## src/rtl/cache_pkg.sv

```systemverilog
// rtl/cache_pkg.sv - shared FSM state type and default geometry for the set-associative cache
package cache_pkg;

  localparam int DEFAULT_WIDTH = 32;
  localparam int DEFAULT_SETS  = 4;
  localparam int DEFAULT_WAYS  = 4;

  typedef enum logic [1:0] {
    IDLE       = 2'd0,
    READ_MISS  = 2'd1,
    WRITE_THRU = 2'd2
  } cache_state_e;

endpackage

```

## src/rtl/cache_victim_sel.sv

```systemverilog
// rtl/cache_victim_sel.sv - picks the refill way: lowest invalid way, else the round-robin pointer
module cache_victim_sel #(
  parameter int WAYS  = 4,
  parameter int WAY_W = $clog2(WAYS)
) (
  input  logic [WAYS-1:0]  valid_i,
  input  logic [WAY_W-1:0] ptr_i,
  output logic [WAY_W-1:0] way_o
);

  logic found;

  always_comb begin
    way_o = ptr_i;
    found = 1'b0;
    for (int w = 0; w < WAYS; w++) begin
      if (!valid_i[w] && !found) begin
        way_o = WAY_W'(w);
        found = 1'b1;
      end
    end
  end

endmodule

```

## src/rtl/set_assoc_cache.sv

```systemverilog
// rtl/set_assoc_cache.sv - write-through, no-write-allocate set-associative cache
// with combinational hit path and round-robin replacement.
module set_assoc_cache
  import cache_pkg::*;
#(
  parameter int WIDTH = DEFAULT_WIDTH,
  parameter int SETS  = DEFAULT_SETS,
  parameter int WAYS  = DEFAULT_WAYS
) (
  input  logic             clk_i,
  input  logic             rst_i,
  input  logic             cache_enable_i,
  input  logic             write_enable_i,
  input  logic             byte_op_i,
  input  logic [WIDTH-1:0] address_i,
  input  logic [WIDTH-1:0] write_data_i,
  output logic [WIDTH-1:0] read_data_o,
  output logic             stall_o,
  output logic             mem_req_o,
  input  logic             mem_ack_i,
  output logic [WIDTH-1:0] mem_address_o,
  output logic [WIDTH-1:0] mem_write_data_o,
  output logic             mem_write_enable_o,
  output logic             mem_byte_op_o,
  input  logic [WIDTH-1:0] mem_incoming_data_i
);

  localparam int IDX_W = $clog2(SETS);
  localparam int WAY_W = $clog2(WAYS);
  localparam int TAG_W = WIDTH - 2 - IDX_W;

  logic [WAYS-1:0]  valid_q [SETS];
  logic [TAG_W-1:0] tag_q   [SETS][WAYS];
  logic [WIDTH-1:0] data_q  [SETS][WAYS];
  logic [WAY_W-1:0] rr_q    [SETS];

  cache_state_e state_q, state_d;

  logic [IDX_W-1:0] idx;
  logic [TAG_W-1:0] tag;
  logic [1:0]       offset;
  logic             hit;
  logic [WAY_W-1:0] hit_way;
  logic [WAY_W-1:0] victim;
  logic [WIDTH-1:0] hit_data;
  logic             fill;
  logic             update;

  assign idx    = address_i[2 +: IDX_W];
  assign tag    = address_i[WIDTH-1 -: TAG_W];
  assign offset = address_i[1:0];

  assign mem_address_o    = address_i;
  assign mem_write_data_o = write_data_i;

  function automatic logic [WIDTH-1:0] load_fmt(input logic [WIDTH-1:0] word,
                                                input logic             is_byte,
                                                input logic [1:0]       lane);
    logic [7:0] b;
    b = word[{lane, 3'b000} +: 8];
    return is_byte ? {{(WIDTH-8){1'b0}}, b} : word;
  endfunction

  always_comb begin
    hit     = 1'b0;
    hit_way = '0;
    for (int w = 0; w < WAYS; w++) begin
      if (valid_q[idx][w] && tag_q[idx][w] == tag && !hit) begin
        hit     = 1'b1;
        hit_way = WAY_W'(w);
      end
    end
  end

  assign hit_data = data_q[idx][hit_way];

  cache_victim_sel #(
    .WAYS (WAYS),
    .WAY_W(WAY_W)
  ) u_victim_sel (
    .valid_i(valid_q[idx]),
    .ptr_i  (rr_q[idx]),
    .way_o  (victim)
  );

  always_comb begin
    state_d            = state_q;
    stall_o            = 1'b0;
    mem_req_o          = 1'b0;
    mem_write_enable_o = 1'b0;
    mem_byte_op_o      = 1'b0;
    read_data_o        = '0;
    fill               = 1'b0;
    update             = 1'b0;
    case (state_q)
      IDLE: begin
        if (cache_enable_i) begin
          if (write_enable_i) begin
            stall_o = 1'b1;
            state_d = WRITE_THRU;
          end else if (hit) begin
            read_data_o = load_fmt(hit_data, byte_op_i, offset);
          end else begin
            stall_o = 1'b1;
            state_d = READ_MISS;
          end
        end
      end
      READ_MISS: begin
        mem_req_o = 1'b1;
        stall_o   = !mem_ack_i;
        if (mem_ack_i) begin
          read_data_o = load_fmt(mem_incoming_data_i, byte_op_i, offset);
          fill        = 1'b1;
          state_d     = IDLE;
        end
      end
      WRITE_THRU: begin
        mem_req_o          = 1'b1;
        mem_write_enable_o = 1'b1;
        mem_byte_op_o      = byte_op_i;
        stall_o            = !mem_ack_i;
        if (mem_ack_i) begin
          // Store misses fall through here without touching the arrays.
          update  = hit;
          state_d = IDLE;
        end
      end
      default: state_d = IDLE;
    endcase
  end

  always_ff @(posedge clk_i) begin
    if (rst_i) begin
      state_q <= IDLE;
      for (int s = 0; s < SETS; s++) begin
        valid_q[s] <= '0;
        rr_q[s]    <= '0;
      end
    end else begin
      state_q <= state_d;
      if (fill) begin
        valid_q[idx][victim] <= 1'b1;
        rr_q[idx]            <= rr_q[idx] + WAY_W'(1);
      end
    end
  end

  // Tag/data need no reset; the write strobes are suppressed while rst_i is high.
  always_ff @(posedge clk_i) begin
    if (!rst_i && fill) begin
      tag_q[idx][victim]  <= tag;
      data_q[idx][victim] <= mem_incoming_data_i;
    end
    if (!rst_i && update) begin
      if (byte_op_i) begin
        data_q[idx][hit_way][{offset, 3'b000} +: 8] <= write_data_i[7:0];
      end else begin
        data_q[idx][hit_way] <= write_data_i;
      end
    end
  end

endmodule

```

## config.mk

```make
export PLATFORM = sky130hd
export DESIGN_NAME = set_assoc_cache
export DESIGN_NICKNAME = d
export VERILOG_FILES = /design/src/rtl/cache_pkg.sv /design/src/rtl/cache_victim_sel.sv /design/src/rtl/set_assoc_cache.sv
export SDC_FILE = /design/constraint.sdc
export NUM_CORES = 1
export LEC_CHECK = 0
export BUFFER_PORTS_ARGS = -buffer_cell sky130_fd_sc_hd__buf_2
export CELL_PAD_IN_SITES_DETAIL_PLACEMENT = 1
export CELL_PAD_IN_SITES_GLOBAL_PLACEMENT = 1
export CORE_ASPECT_RATIO = 1.4
export CORE_MARGIN = 10
export CORE_UTILIZATION = 55
export CTS_CLUSTER_DIAMETER = 50
export CTS_CLUSTER_SIZE = 24
export DETAILED_ROUTE_END_ITERATION = 8
export PLACE_DENSITY_LB_ADDON = 0.1
export SYNTH_ARGS = -nofsm -noshare
export SYNTH_HDL_FRONTEND = slang
export SYNTH_HIERARCHICAL = 1
export SYNTH_SLANG_ARGS = --single-unit
```

## constraint.sdc

```tcl
create_clock -name clk_i -period 11.6 [get_ports clk_i]
set_input_delay 0.58 -clock clk_i [delete_from_list [all_inputs] [get_ports clk_i]]
set_output_delay 0.58 -clock clk_i [all_outputs]
set_load 0.005 [all_outputs]
```

; ---- Yosys cells after proc, flatten, opt, wreduce, memory -nomap -nowiden
; Memory sizes are Yosys's and may differ from the RTL's.
; Index checks and enable logic that the tools add are counted.
[word_totals]
regBits = 2
ram_bits = 984
input_bits = 102
mem_count = 4
[op_classes]
add_sub_neg = 2
n_lt_le_gt_ge = 6
eq_ne = 9
shift = 4
muxes = 327
bitwise_logic = 258
n_reduce_logical = 30
[mem_list]
columns = name, depth, width, read_ports, rd_clocked_by_memory_dff, write_ports, line_no
row1 = data_q, 4, 128, 1, 0, 1, set_assoc_cache.sv:34  ; logic [WIDTH-1:0] data_q [SETS][WAYS];
row2 = tag_q, 4, 112, 1, 0, 1, set_assoc_cache.sv:33  ; logic [TAG_W-1:0] tag_q [SETS][WAYS];
row3 = valid_q, 4, 4, 1, 0, 4, set_assoc_cache.sv:32  ; logic [WAYS-1:0] valid_q [SETS];
row4 = rr_q, 4, 2, 1, 0, 4, set_assoc_cache.sv:35  ; logic [WAY_W-1:0] rr_q [SETS];
[ops]
columns = operator, count
row1 = $mux W128, 3
row2 = $mux W32, 11
row3 = $mux W1, 286
row4 = $or A1 B1 Y1, 256
row5 = $demux W32 S2, 3
row6 = $eq A28 B28 Y1, 4
row7 = $mux W112, 1
row8 = $bmux W32 S2, 1
row9 = $pmux W32 S2, 1
row10 = $shiftx A32 B6 Y8, 2
row11 = $demux W28 S2, 1
row12 = $shift A8 B7 Y32 const A, 1
row13 = $shiftx A8 B7 Y32, 1
row14 = $mux W28, 1
row15 = $mux W2, 13
row16 = $logic_and A1 B1 Y1, 15
row17 = $mux W4, 3
row18 = $logic_not A1 Y1, 10
row19 = $neg A5 Y7, 1
row20 = $ge A3 B3 Y1 const B, 2
row21 = $lt A3 B1 Y1 const B, 2
row22 = $not A2 Y3, 2
row23 = $pmux W2 S2, 1
row24 = $reduce_or A2 Y1, 2
row25 = 13 further kinds, 13

; ---- Depth between registers and ports, before layout
; An unclocked memory read counts as a cell.
[depth]
depth_word = 23
mapped_depth = 19
depth_no_buf = 10

; ---- Cells and area by module
; The synthesis kept the hierarchy.
[modules_own_cells]
columns = mod, instances, cells_per_inst, area_per_inst_um2, seq_area_each_um2
row1 = set_assoc_cache, 1, 2849, 44646.6, 29588.4
row2 = cache_victim_sel, 1, 6, 32.5, 0.0

; ---- Worst setup path before layout
; Ideal clock, no wire load.
[synth_path]
path_kind = input to register
startpoint = input address_i[2]
endpoint = memory tag_q[0][100] (netlist name) (enable)
setup_ns = 0.413
t_arrival_ns = 5.544
t_required_ns = 11.187
setup_slack_ns = 5.643
stages = 16
n_path_buf = 11
path_cell_list = buf_6 -> buf_6 -> buf_2 -> buf_4 -> buf_2 -> buf_2 -> buf_2 -> buf_2 -> buf_2 -> buf_2 -> mux4_2 -> inv_1 -> a31oi_1 -> or4_1 -> clkbuf_1 -> nor2_1
[synth_between]
elab_chain_cells = 16
word_cells_on_any_way = 24
classes_between = order compare: 2 / mux: 10 / bitwise: 1 / reduce/logical: 9 / memory: 2
[synth_lines]
columns = element, line_no
row1 = from (decl), set_assoc_cache.sv:15  ; input logic [WIDTH-1:0] address_i,
row2 = $mem_v2 Z4 W4, n/a
row3 = $logic_not A1 Y1, cache_victim_sel.sv:17  ; if (!valid_i[w] && !found) begin
row4 = $logic_and A1 B1 Y1, cache_victim_sel.sv:17
row5 = $mux W1, cache_victim_sel.sv:17
row6 = $logic_not A1 Y1, cache_victim_sel.sv:17
row7 = $logic_and A1 B1 Y1, cache_victim_sel.sv:17
row8 = $mux W1, cache_victim_sel.sv:17
row9 = $logic_not A1 Y1, cache_victim_sel.sv:17
row10 = $logic_and A1 B1 Y1, cache_victim_sel.sv:17
row11 = $mux W2 (*), cache_victim_sel.sv:17
row12 = via victim[1], set_assoc_cache.sv:44  ; logic [WAY_W-1:0] victim;
row13 = $not A2 Y3 (implied by the code) (*), set_assoc_cache.sv:152  ; tag_q[idx][victim] <= tag;
row14 = $ge A3 B3 Y1 (implied by the code) / $lt A3 B1 Y1 (equally long branches), set_assoc_cache.sv:152
row15 = $logic_and A1 B1 Y1 (implied by the code), set_assoc_cache.sv:152
row16 = $mux W28 (implied by the code), set_assoc_cache.sv:152
row17 = $demux W28 S2 (*), set_assoc_cache.sv:152
row18 = $mux W112 (implied by the code) (*), set_assoc_cache.sv:152
row19 = to (decl), set_assoc_cache.sv:33
; Mark *: on every way through the listed nets, which the timed path passes. The rest lies on a longest branch.

; ---- Worst setup path in the final report
[layout_path]
startpoint = input address_i[3]
endpoint = output read_data_o[8]
[layout_between]
elab_chain_cells = 22
word_cells_on_any_way = 33
classes_between = eq/ne: 4 / mux: 15 / bitwise: 1 / reduce/logical: 10 / memory: 3
[layout_lines]
columns = element, line_no
row1 = $mem_v2 Z4 W112, n/a
row2 = $eq A28 B28 Y1, set_assoc_cache.sv:68  ; if (valid_q[idx][w] && tag_q[idx][w] == tag && !hit) begin
row3 = $logic_and A1 B1 Y1, set_assoc_cache.sv:68
row4 = $mux W1, set_assoc_cache.sv:68
row5 = $logic_not A1 Y1, set_assoc_cache.sv:68
row6 = $logic_and A1 B1 Y1, set_assoc_cache.sv:68
row7 = $mux W1, set_assoc_cache.sv:68
row8 = $logic_not A1 Y1, set_assoc_cache.sv:68
row9 = [5 not listed], n/a
row10 = $not A2 Y3 (implied by the code), set_assoc_cache.sv:75  ; assign hit_data = data_q[idx][hit_way];
row11 = $bmux W32 S2, set_assoc_cache.sv:75
row12 = $mux W32 (implied by the code) (2 in series), set_assoc_cache.sv:75
row13 = $mux W32, set_assoc_cache.sv:61  ; return is_byte ? {{(WIDTH-8){1'b0}}, b} : word;
row14 = $mux W32 (*), set_assoc_cache.sv:101  ; end else if (hit) begin
row15 = $mux W32 (*), set_assoc_cache.sv:98  ; if (write_enable_i) begin
row16 = $mux W32 (*), set_assoc_cache.sv:97  ; if (cache_enable_i) begin
row17 = $pmux W32 S2 (*), set_assoc_cache.sv:95  ; case (state_q)
row18 = to (decl), set_assoc_cache.sv:17  ; output logic [WIDTH-1:0] read_data_o,
; Every way passes the cells marked *; elsewhere a longest branch is shown, timed or not. The select of a mux whose other input is x is not followed.

==> impl_results.md <==
- Core Region: 80500 sq um
- Layout cell share with drive strength beyond 1: a little over a fifth
- Clock power share: 38.5%
- Slew HR: between 20 and 25%
- First-pass GRT wire length: 202000 um
- Worst Tran Pin Value: 1.17 ns
- Leakage: 16.3 nW
- DR vias/cell: 6.63
- Max-slew violations: 0
- Die Span Y: 357 um
- Routed WL per cell: between 30 and 40 um
- Sequential share of power: 54.2%
- Critical Path Fanout Max: 80
- Switch share: ~24%
- P per Cell Area: 149 nW/um^2
- Post-synth ARST share: 0%
- WHS: 0.274 ns
- # IOs: between 200 and 250
- Fmax: about 140 MHz
- Outcome: complete, no violations
- Gate Count Post-Synth: 2855
- Area Growth Syn to Fin: 9.00%
- Cts repair resizes: 0
- Post-CTS setup buffers: 0
- Commonest non-fill, non-tap cell in the layout: edfxtp_1
- Iteration-0 DRC Markers: 2954
- Vias in the first global route: 28493
- Pin count of the biggest net entering global routing: 82
- Die X: 261 um
- Tmin final: 7.35 ns
- Final WL: approximately 140000 um
- Total GRT Usage: between 30% and 40%
- RSZ-0062 raised after global routing: false
- Hold Buf Count CTS: 0
- Cts bufs inserted: 75
- Initial Util: 55.5%
- Synthesized cell area: 44700 sq um
- GRT overflow: 0
- Root Driver: clkbuf_16
- Via count: between 20000 and 30000
- CP Class: input pin to output port
- Largest buffer count on any clock path: 3
- Multi-input logic area: 13700 sq um
- Number of port buffers: 201
- CP endpoint kind: output port
- RD Place Congestion: 0.972
- Rows: 123
- Post-route ant nets: 0
- Hold Path Class: input pin to flip-flop
- Setup Skew: 0.0329 ns
- Psw: 1.76 mW
- Synth Register Bits: 986
- Internal Power: between 5 and 6 mW
- Drt drc: 0
- Cell Area, Placed: 46100 sq um
- Sink Count: 986
- CTS H-tree depth: 3
- IR drop worst, VDD: 168 uV
- Setup crit start kind: input pin
- Combinational Power Share: approximately 7.3%
- Ys flop type: edfxtp_1
- Die area: roughly 93000 sq um
- Hpwl dp: 99600 um
- First-pass iteration count of the detailed router: 7
- Sum Neg Setup Slack: 0 ns
- Fin nets: 3036
- Post-route cell area: 48700 sq um
- Worst-Skew Late Latency: roughly 0.67 ns
- WP data arrival: 6.77 ns
- Syn Nets: roughly 3000
- Ys Warns: 6
- CTS tree: done
- Hold Fails Final Rpt: 0
- Worst path required time: 11.02 ns
- Syn avg cell area: ~16 sq um
- Post-synth EDFFs: 984
- Endpoints failing setup: 0
- Most frequent cells in the layout: 984 x edfxtp_1, 235 x nor2_1, 235 x mux2i_1
- Max Cap Violations: 0
- Antenna violations before repair: 8
- Yosys cell types: 91
- Worst-path clk slew: 0.07 ns
- Total power: 7.24 mW
- Register Area: 29600 sq um
- Fill cells: 7264
- Sequential area share after synthesis: 66.2%
- Fin crit share: 63.4%
## routing by layer
metal  vias up  share of wire (%)  global-route usage, %
met5         -              0.044                      0
met4        10                7.3                   19.2
met3       340                5.9                   4.40
met2      1216                 51                   52.3
met1     13989                 36                   35.2
li1      11289                  -                      -
## cell type report
cell class	instances	area share, %
sequential	986	60.8
multi-input combinational	1582	28.1
clock buffer	79	3.97
tap	1062	2.73
timing repair buffer	235	2.63
clock inverter	60	1.45
inverter	45	0.347
antenna	1	0.00514
## cells in the mapped netlist (all sizes together) (10+ instances only)
cell type | number | share of area (%)
nand4 | 32 | 0.46
inv | 43 | 0.36
mux2i | 235 | 5.3
o32ai | 14 | 0.27
nand2 | 121 | 1.0
nor3 | 32 | 0.38
a221oi | 11 | 0.22
nor4 | 30 | 0.49
a21oi | 140 | 1.6
o2111ai | 10 | 0.20
mux2 | 23 | 0.58
a22oi | 11 | 0.18
nand2b | 13 | 0.18
o221ai | 13 | 0.25
or3 | 22 | 0.31
buf | 147 | 2.4
a211oi | 20 | 0.34
and2 | 27 | 0.38
edfxtp | 984 | 66
o21ai | 89 | 1.0
mux4 | 185 | 9.3
xnor2 | 85 | 1.7
nand3 | 16 | 0.18
xor2 | 28 | 0.55
nor2 | 257 | 2.2
clkbuf | 95 | 0.80
or2 | 21 | 0.29
o22ai | 16 | 0.22
## worst paths after layout
path                                         startpoint                      end  slack [ns]  cells past startpoint
worst max register to register   tag_q[2][33]$_DFFE_PP_  data_q[0][52]$_DFFE_PP_        5.80                     10
worst min register to register  state_q[1]$_SDFFE_PP0P_  state_q[1]$_SDFFE_PP0P_        0.56                      2
worst max-delay path                       address_i[3]           read_data_o[8]        4.25                     14
worst min-delay path                              rst_i  state_q[0]$_SDFFE_PP0P_        0.27                      2
## power by group through the flow
stage | clock, mW | sequential, mW | combinational [mW]
after floorplan | 0 | 4.01 | 0.302
after global placement | 0 | 4.01 | 0.508
after detailed placement | 0 | 4.01 | 0.521
after CTS | 2.81 | 3.93 | 0.524
after global routing | 2.95 | 3.93 | 0.551
final | 2.79 | 3.93 | 0.526
## through the flow
stage          worst slack (ns)  utilization [%]  instances
3_3_place_gp               4.32             57.2       3910
4_1_cts                    4.39             60.5       4049
3_5_place_dp               4.14             57.2       3910
6_report                   4.25             60.5       4050
5_1_grt                    3.99             60.5       4049
2_1_floorplan              5.64                -       2855
## cell families after synthesis
family | synth area share [%]
DFF | 66.2
buffers and inverters | 3.56
xor gates and xnor gates | 2.22
muxes | 15.2
AOI/OAI and AO/OA | 5.93
adders and majority gates | 0.252
and+or+nand+nor | 6.65
## flip-flops by register name (all words and copies together) (netlist names)
register,flops
rr_q,8
state_q,2
tag_q,448
data_q,512
valid_q,16
## critical path: stages
cell and delay [ns]:
buf_8 0.52, buf_4 0.90, mux2i_1 0.31, xnor2_1 0.13, a2111oi_0 0.81, mux2i_1 0.19
or3_1 0.78, or2_1 0.36, buf_4 0.25, and3_1 0.38, or4_1 0.82, a211o_1 0.34
nand2_1 0.09, buf_2 0.12
Power figures use the tool's default switching activity.
